## src/rtl/pipe_stage_buf_pkg.sv

```systemverilog
// Shared definitions for the pipeline stage buffer: state encoding,
// reg_write_tgt one-hot bit positions and small helpers.
package pipe_stage_buf_pkg;

    // Buffer occupancy states: head only, head plus skid.
    typedef enum logic [1:0] {
        ST_EMPTY = 2'd0,
        ST_ONE   = 2'd1,
        ST_FULL  = 2'd2
    } buf_state_e;

    // reg_write_tgt one-hot bit indices (6-bit field).
    localparam int unsigned TGT_RD   = 0;  // write rd
    localparam int unsigned TGT_RT   = 4;  // write rt
    localparam int unsigned TGT_RA   = 5;  // write link register r31
    localparam int unsigned TGT_W    = 6;
    localparam logic [4:0]  LINK_REG = 5'd31;

    // Map a buffer state onto its entry count; unknown encodings report 0.
    function automatic logic [1:0] state_to_occ(input buf_state_e st);
        logic [1:0] occ;
        case (st)
            ST_EMPTY: occ = 2'd0;
            ST_ONE:   occ = 2'd1;
            ST_FULL:  occ = 2'd2;
            default:  occ = 2'd0;
        endcase
        return occ;
    endfunction

endpackage

```

## src/rtl/pipe_stage_buf_waddr_decode.sv

```systemverilog
// Destination-register decode from instruction and one-hot reg_write_tgt.
// Purely combinational so the decode stage can share it.
module pipe_waddr_decode
    import pipe_stage_buf_pkg::*;
(
    input  logic [31:0]    inst_i,
    input  logic [TGT_W-1:0] tgt_i,
    output logic [4:0]     waddr_o
);

    logic [4:0] rd_s;
    logic [4:0] rt_s;
    logic       unused_s;

    assign rd_s     = inst_i[15:11];
    assign rt_s     = inst_i[20:16];
    // Remaining instruction and target bits do not select a register.
    assign unused_s = ^{inst_i[31:21], inst_i[10:0], tgt_i[3:1]};

    // OR together every selected source; a malformed multi-hot target
    // merges sources rather than prioritising one.
    always_comb begin
        waddr_o = 5'd0;
        if (tgt_i[TGT_RD]) begin
            waddr_o = waddr_o | rd_s;
        end else begin
            waddr_o = waddr_o;
        end
        if (tgt_i[TGT_RT]) begin
            waddr_o = waddr_o | rt_s;
        end else begin
            waddr_o = waddr_o;
        end
        if (tgt_i[TGT_RA]) begin
            waddr_o = waddr_o | LINK_REG;
        end else begin
            waddr_o = waddr_o;
        end
    end

endmodule

```

## src/rtl/pipe_stage_buf.sv

```systemverilog
// Two-entry skid buffer between pipeline stages. in_ready depends only on
// registered state, so there is no combinational path from out_ready back
// upstream. The head entry also exposes its GPR write target for forwarding.
module pipe_stage_buf
    import pipe_stage_buf_pkg::*;
#(
    parameter int unsigned WIDTH    = 220,
    parameter int unsigned INST_LSB = 188,
    parameter int unsigned TGT_LSB  = 71,
    parameter int unsigned WEN_BIT  = 93
) (
    input  logic             clk,
    input  logic             rst,
    input  logic             flush,
    input  logic             in_valid,
    output logic             in_ready,
    input  logic [WIDTH-1:0] in_data,
    output logic             out_valid,
    input  logic             out_ready,
    output logic [WIDTH-1:0] out_data,
    output logic             fwd_valid,
    output logic [4:0]       fwd_waddr,
    output logic [1:0]       occupancy
);

    buf_state_e       state_q, state_d;
    logic [WIDTH-1:0] head_q,  head_d;
    logic [WIDTH-1:0] skid_q,  skid_d;

    logic             in_fire_s;
    logic             out_fire_s;
    logic [4:0]       waddr_s;

    assign in_ready   = (state_q != ST_FULL) & ~rst;
    assign out_valid  = (state_q != ST_EMPTY);
    assign out_data   = head_q;
    assign occupancy  = state_to_occ(state_q);
    assign in_fire_s  = in_valid & in_ready;
    assign out_fire_s = out_valid & out_ready;

    pipe_waddr_decode u_waddr_decode (
        .inst_i  (head_q[INST_LSB +: 32]),
        .tgt_i   (head_q[TGT_LSB +: TGT_W]),
        .waddr_o (waddr_s)
    );

    assign fwd_waddr = out_valid ? waddr_s : 5'd0;
    assign fwd_valid = out_valid & head_q[WEN_BIT] & (waddr_s != 5'd0);

    // Next-state and data-movement logic; flush overrides any acceptance.
    always_comb begin
        state_d = state_q;
        head_d  = head_q;
        skid_d  = skid_q;
        case (state_q)
            ST_EMPTY: begin
                if (in_fire_s) begin
                    state_d = ST_ONE;
                    head_d  = in_data;
                end else begin
                    state_d = ST_EMPTY;
                end
            end
            ST_ONE: begin
                if (in_fire_s && out_fire_s) begin
                    state_d = ST_ONE;
                    head_d  = in_data;
                end else if (in_fire_s) begin
                    state_d = ST_FULL;
                    skid_d  = in_data;
                end else if (out_fire_s) begin
                    state_d = ST_EMPTY;
                end else begin
                    state_d = ST_ONE;
                end
            end
            ST_FULL: begin
                if (out_fire_s) begin
                    state_d = ST_ONE;
                    head_d  = skid_q;
                end else begin
                    state_d = ST_FULL;
                end
            end
            default: begin
                state_d = ST_EMPTY;
            end
        endcase
        if (flush) begin
            state_d = ST_EMPTY;
        end else begin
            state_d = state_d;
        end
    end

    // State and payload registers with synchronous reset clearing both entries.
    always_ff @(posedge clk) begin
        if (rst) begin
            state_q <= ST_EMPTY;
            head_q  <= {WIDTH{1'b0}};
            skid_q  <= {WIDTH{1'b0}};
        end else begin
            state_q <= state_d;
            head_q  <= head_d;
            skid_q  <= skid_d;
        end
    end

endmodule
```

## config.mk

```make
export PLATFORM = sky130hd
export DESIGN_NAME = pipe_stage_buf
export DESIGN_NICKNAME = d
export VERILOG_FILES = /design/src/rtl/pipe_stage_buf_pkg.sv /design/src/rtl/pipe_stage_buf_waddr_decode.sv /design/src/rtl/pipe_stage_buf.sv
export SDC_FILE = /design/constraint.sdc
export NUM_CORES = 1
export LEC_CHECK = 0
export ABC_AREA = 1
export CAP_MARGIN = 20
export CORE_ASPECT_RATIO = 0.75
export CORE_UTILIZATION = 51
export CTS_CLUSTER_SIZE = 10
export DETAILED_ROUTE_END_ITERATION = 10
export PLACE_DENSITY = 0.85
export SLEW_MARGIN = 20
export SYNTH_ARGS = -nofsm -noshare
export SYNTH_HDL_FRONTEND = slang
export SYNTH_SLANG_ARGS = --single-unit
```

## constraint.sdc

```tcl
create_clock -name clk -period 2.6 [get_ports clk]
set_input_delay 0.52 -clock clk [delete_from_list [all_inputs] [get_ports clk]]
set_output_delay 0.52 -clock clk [all_outputs]
set_load 0.03 [all_outputs]
```

Word-level counts from Yosys, hierarchy flattened
Index checks and enable logic that the tools add are counted.
{"block": "word_totals", "reg_bits": 442, "word_cells": 40, "inputBits": 225}
{"block": "op_classes", "muxes": 15, "n_eq_ne": 6, "reduce_logical": 8, "bitwise_logic": 8}
{"operator": "$mux W220", "count": 3}
{"operator": "$pmux W220 S3", "count": 1}
{"operator": "$mux W5", "count": 4}
{"operator": "$ne A2 B2 Y1 const B", "count": 4}
{"operator": "$mux W2", "count": 3}
{"operator": "$pmux W2 S3", "count": 1}
{"operator": "$and A1 B1 Y1", "count": 5}
{"operator": "$or A5 B5 Y5", "count": 1}
{"operator": "$reduce_bool A5 Y1", "count": 1}
{"operator": "$pmux W2 S2", "count": 1}
{"operator": "$reduce_and A4 Y1", "count": 1}
{"operator": "$reduce_and A3 Y1", "count": 1}
{"operator": "$reduce_bool A3 Y1", "count": 1}
{"operator": "$eq A2 B1 Y1 const B", "count": 1}
{"operator": "$eq A2 B2 Y1 const B", "count": 1}
{"operator": "$logic_not A2 Y1", "count": 1}
{"operator": "$mux W1", "count": 2}
{"operator": "$not A1 Y1", "count": 2}
{"operator": "$reduce_bool A2 Y1", "count": 1}
{"operator": "$reduce_or A2 Y1", "count": 1}
{"operator": "$logic_and A1 B1 Y1", "count": 1}

Depth between registers and ports, before layout
Gate-level depths: netlist of the first run.
{"block": "logic_depth", "word_depth": 6, "ltp_mapped": 14, "ltp_nobuf": 12}

By module
Synthesis of the first run repeated with hierarchy kept, for this count alone.
{"block": "unflattened", "cells_unflattened": 3203, "hier_area_um2": 20796.2}
{"module": "pipe_stage_buf", "instances": 1, "area_per_inst_um2": 20729.9, "seq_area_each_um2": 8848.5, "cells_per_inst": 3187}
{"module": "pipe_waddr_decode", "instances": 1, "area_per_inst_um2": 66.3, "seq_area_each_um2": 0.0, "cells_per_inst": 16}

Worst setup path before layout of the first run
No wires, ideal clock.
{"block": "synth_timing", "path_kind": "input -> register", "start": "input port rst", "end": "register skid_q[210]", "arrival_time_ns": 2.064, "required_time_ns": 2.530, "setup_slack_ns": 0.466, "n_path_buf": 4, "stages": 10, "setup_ns": 0.070, "cell_sequence": "clkbuf_1 -> inv_1 -> nand3_1 -> inv_1 -> ha_1 -> clkbuf_1 -> clkbuf_1 -> clkbuf_1 -> nand3_1 -> a21oi_1"}
{"block": "synth_between", "elab_chain_cells": 6}
{"element": "start, declared", "line_no": "pipe_stage_buf.sv:13", "text": "input logic rst,"}
{"element": "$not A1 Y1", "line_no": "pipe_stage_buf.sv:34", "text": "assign in_ready = (state_q != ST_FULL) & ~rst;"}
{"element": "$and A1 B1 Y1", "line_no": "pipe_stage_buf.sv:34"}
{"element": "$and A1 B1 Y1", "line_no": "pipe_stage_buf.sv:38", "text": "assign in_fire_s = in_valid & in_ready;"}
{"element": "$logic_and A1 B1 Y1", "line_no": "pipe_stage_buf.sv:65", "text": "if (in_fire_s && out_fire_s) begin"}
{"element": "$not A1 Y1 (no source line)"}
{"element": "$reduce_and A3 Y1 (no source line)"}
{"element": "end signal, assigned", "line_no": "pipe_stage_buf.sv:101", "text": "skid_q <= {WIDTH{1'b0}};"}
{"element": "end signal, assigned", "line_no": "pipe_stage_buf.sv:105", "text": "skid_q <= skid_d;"}
{"element": "end, declared", "line_no": "pipe_stage_buf.sv:28", "text": "logic [WIDTH-1:0] skid_q, skid_d;"}
Parallel ways exist; a longest one is shown, timed or not.
A chain may end at the register's enable or synchronous reset.

Worst setup path after layout of the first run
{"block": "layout_timing", "start": "register state_q[0]", "end": "output port occupancy[0]"}
{"block": "layout_between", "elab_chain_cells": 2}
{"element": "start, declared", "line_no": "pipe_stage_buf.sv:26", "text": "buf_state_e state_q, state_d;"}
{"element": "start signal, assigned", "line_no": "pipe_stage_buf.sv:103", "text": "state_q <= state_d;"}
{"element": "$eq A2 B2 Y1 or $eq A2 B1 Y1 (tied branches)", "line_no": "pipe_stage_buf_pkg.sv:22", "text": "case (st)"}
{"element": "$pmux W2 S2 (*)", "line_no": "pipe_stage_buf_pkg.sv:22"}
{"element": "end, declared", "line_no": "pipe_stage_buf.sv:23", "text": "output logic [1:0] occupancy"}
Every way passes the cells marked *; elsewhere a longest branch is shown, timed or not.

==> results of run 1 <==
-- state kept, by name (all words and copies together) (netlist names) --
| signal | count |
|---|---|
| out_data | 220 |
| state_q | 2 |
| skid_q | 220 |
-- worst max-delay path: cells and delay by family, from the launching register on --
| family | cells | cell delay [ns] |
|---|---|---|
| flip-flops | 1 | 0.47 |
| AND/OR/NAND/NOR | 1 | 0.16 |
| buffers and inverters | 2 | 0.79 |
-- power by group through the flow --
stage / logic [mW] / registers [mW] / clock network [mW]
after detailed placement: 3.24 / 7.48 / 0
after global routing: 3.52 / 7.38 / 6.57
final: 3.27 / 7.35 / 6.22
after global placement: 3.20 / 7.48 / 0
after CTS: 3.26 / 7.35 / 6.29
after floorplan: 1.21 / 8.03 / 0
-- placed cells by master, fill, tap and decap left out --
cell,instances
nand2_1,902
nand3_1,666
clkdlybuf4s50_1,444
a21oi_1,442
dfxtp_1,441
inv_1,234
nor2_1,227
buf_4,53
clkbuf_16,51
buf_12,40
diode_2,5
inv_6,4
nor2_2,2
nand2_8,2
clkbuf_1,2
or2_2,1
o21ai_0,1
nand2_4,1
nor2_4,1
ha_4,1
ha_1,1
bufinv_16,1
clkbuf_8,1
buf_6,1
dlymetal6s2s_1,1
dfxtp_4,1
-- final cells by class --
| cell class | instances | area share |
|---|---|---|
| multi-input combinational | 2247 | 0.362 |
| sequential | 442 | 0.324 |
| timing repair buffer | 539 | 0.207 |
| clock buffer | 54 | 0.0475 |
| inverter | 237 | 0.0331 |
| tap | 520 | 0.0238 |
| clock inverter | 2 | 0.00142 |
| antenna | 5 | 0.000458 |
-- per-layer routing --
| layer | GRT usage | vias up | part of all wire |
|---|---|---|---|
| li1 | - | 10900 | - |
| met1 | 0.409 | 10300 | 0.42 |
| met2 | 0.472 | 1033 | 0.45 |
| met3 | 0.0600 | 196 | 0.086 |
| met4 | 0.125 | 8 | 0.042 |
| met5 | 0 | - | 0.00077 |
-- cells by family after synthesis --
kind of cell | after synthesis
buf+inv | 528
compound gates | 443
flops | 442
fa+ha+maj | 2
simple gates | 1802
-- through the flow --
stage	power, mW	util	setup slack [ns]	hold slack (ns)
after detailed placement	10.7	0.651	-0.0348	0.452
final	16.8	0.685	0.0944	0.460
after CTS	16.9	0.685	0.0464	0.461
after global placement	10.7	0.651	0.00972	0.450
after floorplan	9.24	-	0.466	0.440
after global routing	17.5	0.685	0.0316	0.472
-- path summary, 6_finish.rpt --
kind,endpoint,cells past startpoint,slack (ns)
worst max register to register,out_data[107]$_SDFFE_PP0P_,14,0.30
worst max-delay path,occupancy[0],3,0.09
worst min-delay path,skid_q[209]$_SDFFE_PP0P_,2,0.46
worst min register to register,skid_q[209]$_SDFFE_PP0P_,2,0.46
==> results by group, run 1 <==
Setup path
  – Crit path launch: state_q[0]$_SDFF_PP0_
  – Setup CP Type: flip-flop to output pin
  – Startpoint types: flip-flop
  – CP max-delay cell: clkdlybuf4s50_1
  – Worst EP required: 2.08 ns
  – RR Startpoint: state_q[0]$_SDFF_PP0_
  – Max incr delay on CP: ~0.68 ns
  – Critical Path AT: roughly 2.0 ns
  – Worst path cell trace: nand2_1 > inv_6 > clkdlybuf4s50_1
  – Worst Path Max Fanout: 5
  – Critical path capture point type: output pin

CTS
  – Setup bufs post-CTS: 0
  – Root Driver: clkbuf_16
  – Clock sinks: between 400 and 500
  – CTS tree: yes
  – Clock tree buffer depth: 3
  – Resize count post-CTS: 0
  – Clock Latency Late Sink: 0.56 ns
  – Num CTS Buffers: 50
  – Hold buffer count at cts: 0
  – Clk slew on worst S/H paths: roughly 0.06 ns
  – Number of H-tree levels: 2

Final layout
  – Footprint of the multi-input gates: ~10000 sq um
  – Number of fill cells: about 3300
  – Non-Filler Instances: 4046
  – Nets: roughly 3700
  – Share of layout cells above drive strength 1: 0.0454
  – Fin area: around 27000 sq um
  – Area Growth Syn to Fin: 31.0%
  – Storage element area: about 9000 sq um

Status
  – Status: complete, no violations

Global route
  – Overall routing resource usage: 0.303
  – Grt total ovfl: 0
  – Largest net degree at the start of global routing: 222
  – Initial antenna violation count: 12
  – Number of global-route vias before repair: between 15000 and 20000
  – First-pass GRT wire length: about 100000 um

Detailed routing
  – Vias: about 22000
  – DR vias/cell: 5.55
  – Routed wire length: around 66000 um
  – Post-route antenna net violation count: 0
  – Drt first pass iters: 6
  – WL/cell: approximately 16 um
  – Initial DRC count: around 2100
  – # DRC: 0

Timing
  – Worst-Margin Slew: 1.11 ns
  – Max-slew headroom: 0.260
  – Max Slew Vio Count: 0
  – Fin crit share: 0.964
  – Final hold vios: 0
  – Period minus WS final: approximately 2.5 ns
  – Final TNS setup: 0 ns
  – Clock skew: about 0.017 ns
  – Max Freq: 399 MHz
  – Final setup violating endpoints: 0
  – RSZ-0062 raised after global routing: false

Logic synthesis
  – Top FF cell, synth: dfxtp_1
  – Post-synth EDFFs: 0
  – Yosys cell types: 17
  – Top-count cell post-synth: nand2_1
  – Post-synthesis cell area: 20900 sq um
  – Largest cells by area after synthesis: dfxtp_1 42%, nand2_1 16%, nand3_1 16%
  – Mapped Cells: 3217
  – Post-Synth Adder-Cell Area: 0.00120
  – Post-synthesis sequential area ratio: 0.424
  – Mux contribution to synthesized area: 0
  – Synth area leader: dfxtp_1
  – Largest family of logic cells by synthesized area: simple AND/OR/NAND/NOR gates
  – Top cell type's share of synthesized area: 0.424
  – Post-synthesis xor/xnor area fraction: 0
  – Synth cell count leaders: 903 x nand2_1, 666 x nand3_1, 442 x a21oi_1, 442 x dfxtp_1, 235 x inv_1
  – Async SR Flop Fraction: 0
  – Mapped Avg Cell Area: 6.49 sq um
  – Warnings, synthesis: 0
  – Synth Area in Simple Gates: 0.365
  – Synth Net Count: 3444
  – FF+latch count, synth: 442
  – Compound-Gate Fraction of Synth Area: 0.106

Die
  – Die Height: around 180 um
  – I/O pin cnt: ~460
  – Core area: about 40000 sq um
  – Initial Utilization: 0.523
  – Horiz. Die Dim: 236 um
  – Die Area: 41700 sq um
  – Num rows: 63

Power
  – Leakage Power: 12.0 nW
  – Internal: about 12 mW
  – Sw Ratio: 0.285
  – Psw: roughly 4.8 mW
  – Clk pwr share: 0.369
  – Max VDD drop: approximately 0.47 mV
  – Power density of the placed cells: 616 nW/um^2
  – Combinational share of power: 0.194
  – Seq pwr share: 0.437

Placement
  – RePlAce Congestion: roughly 0.87
  – IO buf count: roughly 450
  – Post-DP HPWL: a little over 40000 um
  – Placed cell areas: ~26000 sq um
  – Cells after DPL: 3985

Min path
  – Min-delay worst type: flip-flop to flip-flop
  – Min-delay src: skid_q[209]$_SDFFE_PP0P_

Flow run
  – Max-Cap Viols: 0
Note: power is estimated with default switching activity, not from simulation.
==> inputs of run 2 (changes only) <==
--- a/config.mk
+++ b/config.mk
@@ -5,12 +5,13 @@
 export SDC_FILE = /design/constraint.sdc
 export NUM_CORES = 1
 export LEC_CHECK = 0
-export ABC_AREA = 1
+export ABC_AREA = 0
 export CAP_MARGIN = 20
 export CORE_ASPECT_RATIO = 0.75
-export CORE_UTILIZATION = 51
+export CORE_UTILIZATION = 50
 export CTS_CLUSTER_SIZE = 10
 export DETAILED_ROUTE_END_ITERATION = 10
+export GPL_TIMING_DRIVEN = 0
 export PLACE_DENSITY = 0.85
 export SLEW_MARGIN = 20
 export SYNTH_ARGS = -nofsm -noshare
==> run 2 against run 1 <==
Compared with the run above:
- clock skew rose by 0.0054 ns
- total power fell by 3.8%
- clock power fell by 2%
- critical path depth rose by 10
- critical path type is now flip-flop to flip-flop
- highest routed layer unchanged
- synthesized cell count fell by 30%
- non-clock buffer count rose by 176
- cell count fell by 18%
- sequential power fell by 0.7%
- area after synthesis fell by 8.2%
- die area fell by 6.3%
- setup slack got worse by 0.074 ns
==> results by group, run 2 <==
Final layout
  – Number of fill cells: about 2800
  – Area Growth Syn to Fin: 36.7%
  – Footprint of the multi-input gates: 9310 sq um
  – Storage element area: between 8000 and 9000 sq um
  – Share of layout cells above drive strength 1: 0.140
  – Nets: roughly 3000
  – Most frequent cells in the layout: 880 x nand2_1, 444 x clkdlybuf4s50_1, 438 x dfxtp_1
  – Commonest non-fill, non-tap cell in the layout: nand2_1
  – Fin util: 0.700
  – Non-Filler Instances: roughly 3300
  – Fin area: between 20000 and 30000 sq um

CTS
  – Root Driver: clkbuf_16
  – CTS tree: yes
  – Number of H-tree levels: 2
  – Clock sinks: around 440
  – Clock Latency Late Sink: around 0.56 ns
  – Num CTS Buffers: 50
  – Clk slew on worst S/H paths: approximately 0.060 ns
  – Clock tree buffer depth: 3
  – Hold buffer count at cts: 0

Logic synthesis
  – Mapped Avg Cell Area: between 8 and 9 sq um
  – Warnings, synthesis: 0
  – Largest cells by area after synthesis: dfxtp_1 46%, nand2_1 17%, a311oi_2 16%
  – Synth Net Count: 2492
  – Post-synthesis cell area: 19200 sq um
  – Yosys cell types: 30
  – Top FF cell, synth: dfxtp_1
  – Synth area leader: dfxtp_1
  – Mapped Cells: between 2000 and 2500
  – Top-count cell post-synth: nand2_1
  – Top cell type's share of synthesized area: 0.462
  – Async SR Flop Fraction: 0
  – Post-synthesis sequential area ratio: 0.462
  – FF+latch count, synth: ~440
  – Post-synth EDFFs: 0
  – Synth cell count leaders: 880 x nand2_1, 442 x dfxtp_1, 220 x a21oi_1, 220 x nor4_1, 213 x clkbuf_1

Global route
  – Largest net degree at the start of global routing: 13
  – Overall routing resource usage: 0.325
  – First-pass GRT wire length: a little over 100000 um
  – Grt total ovfl: 0
  – Number of global-route vias before repair: roughly 19000
  – Initial antenna violation count: 14

Setup path
  – Worst path cell trace: buf_6 > nand2b_4 > inv_8 > buf_12 > nor2_4 > and2_4 > ha_2 > and3b_2 > or3_4 > buf_4 > buf_12 > buf_8 > a311oi_2
  – Worst Path Max Fanout: 10
  – Setup CP Type: flip-flop to flip-flop
  – Startpoint types: flip-flop
  – Crit-path most repeated cell: buf_12
  – Worst EP required: slightly above 3 ns
  – Max incr delay on CP: roughly 0.45 ns
  – Depth of the worst register-to-register path: 13
  – CP max-delay cell: or3_4
  – Critical path capture point type: flip-flop
  – Critical Path AT: roughly 3 ns

Power
  – Power density of the placed cells: 618 nW/um^2
  – Psw: approximately 4.4 mW
  – Internal: between 10 and 15 mW
  – Leakage Power: 8.98 nW
  – Seq pwr share: 0.451
  – Clk pwr share: 0.375
  – Combinational share of power: 0.175
  – Sw Ratio: 0.272
  – Max VDD drop: 0.480 mV

Placement
  – Post-DP HPWL: roughly 47000 um
  – RePlAce Congestion: 0.938
  – Cells after DPL: around 3200
  – Placed cell areas: between 20000 and 25000 sq um
  – IO buf count: roughly 450

Die
  – I/O pin cnt: between 400 and 500
  – Core area: 37400 sq um
  – Horiz. Die Dim: about 230 um
  – Num rows: between 60 and 70
  – Die Area: slightly below 40000 sq um
  – Die Height: 172 um
  – Initial Utilization: 0.512

Timing
  – Fin crit share: 0.992
  – RSZ-0062 raised after global routing: true
  – Max-slew headroom: 0.387
  – Max Freq: roughly 390 MHz
  – Final setup violating endpoints: 0
  – Period minus WS final: between 2 and 3 ns
  – Hold slack: approximately 0.45 ns
  – Final hold vios: 0
  – Clock skew: 0.0227 ns
  – Max Slew Vio Count: 0
  – Worst-Margin Slew: 0.920 ns

Detailed routing
  – # DRC: 0
  – Post-route antenna net violation count: 0
  – DR vias/cell: approximately 6.0
  – Vias: between 15000 and 20000
  – Initial DRC count: about 1800
  – Drt first pass iters: 8
  – WL/cell: 20.2 um
  – Routed wire length: between 60000 and 70000 um

Min path
  – Min-delay worst type: flip-flop to flip-flop
  – WHS Path Cells: 2

Flow run
  – Max-Cap Viols: 0

Status
  – Status: complete, no violations
run 2: cell types whose count changed in the layout (fill, tap and decap cells not counted), sizes merged, moves of 220 or more:
cell	before	now
inv	238	4
nor4	0	220
a21oi	442	220
nand3	666	0
a311oi	0	220
nor2	230	7
run 2: per-layer routing:
metal / share of wire / GRT usage / up-vias
li1: - / - / 9086
met1: 0.39 / 0.404 / 9317
met2: 0.46 / 0.539 / 1101
met3: 0.089 / 0.0656 / 224
met4: 0.050 / 0.167 / 8
met5: 0.00085 / 0 / -
run 2: final cells by class:
cell class | instances | area share
antenna | 12 | 0.00115
buffer | 244 | 0.0504
clock buffer | 53 | 0.0490
clock inverter | 2 | 0.000669
inverter | 3 | 0.000717
multi-input combinational | 1572 | 0.355
sequential | 442 | 0.338
tap | 504 | 0.0241
timing repair buffer | 471 | 0.181
run 2: through the flow:
stage | total power, mW | setup slack, ns | setup TNS [ns]
4_1_cts | 16.2 | -0.00187 | -0.00187
3_3_place_gp | 10.1 | -1.14 | -452.53
2_1_floorplan | 8.93 | 0.0125 | 0
5_1_grt | 16.7 | -0.0631 | -0.257
3_5_place_dp | 10.2 | -1.23 | -482.36
6_report | 16.2 | 0.0202 | 0
run 2: worst paths after layout:
path                                 start                         end  slack, ns
setup / recovery     state_q[0]$_SDFF_PP0_  out_data[114]$_SDFFE_PP0P_       0.02
hold reg to reg   skid_q[101]$_SDFFE_PP0P_    skid_q[101]$_SDFFE_PP0P_       0.45
setup reg to reg     state_q[0]$_SDFF_PP0_  out_data[114]$_SDFFE_PP0P_       0.02
hold / removal    skid_q[101]$_SDFFE_PP0P_    skid_q[101]$_SDFFE_PP0P_       0.45
run 2: worst max-delay path: cells and delay by family (launching register included):
kind,cells,cell delay [ns]
AO/OA/AOI/OAI,1,0.26
flip-flops,1,0.32
adder cells (fa/ha/maj),1,0.17
buffers and inverters,6,0.72
AND/OR/NAND/NOR,5,0.99
run 2: cells by family after synthesis:
logic type                 after synthesis  synth area share
and+or+nand+nor                       1120             0.251
DFF                                    442             0.462
muxes                                    1          0.000522
buffers and inverters                  251            0.0586
adders and majority gates                2           0.00131
AOI/OAI and AO/OA                      449             0.227
run 2: power groups by stage:
| stage | Combinational, mW | Clock, mW | Sequential, mW |
|---|---|---|---|
| finish | 2.83 | 6.07 | 7.30 |
| global route | 2.97 | 6.40 | 7.32 |
| CTS | 2.80 | 6.13 | 7.28 |
| detailed placement | 2.74 | 0 | 7.42 |
| global placement | 2.69 | 0 | 7.41 |
| floorplan | 1.06 | 0 | 7.86 |
run 2: repair_timing:
action                                  4_1_cts  5_1_grt
gates resized for setup                      86       15
endpoints found under the setup margin      431      238
pin swaps                                     4        5
endpoints found under the hold margin         0        0
cloned                                        3        0
buffers inserted                              9        6
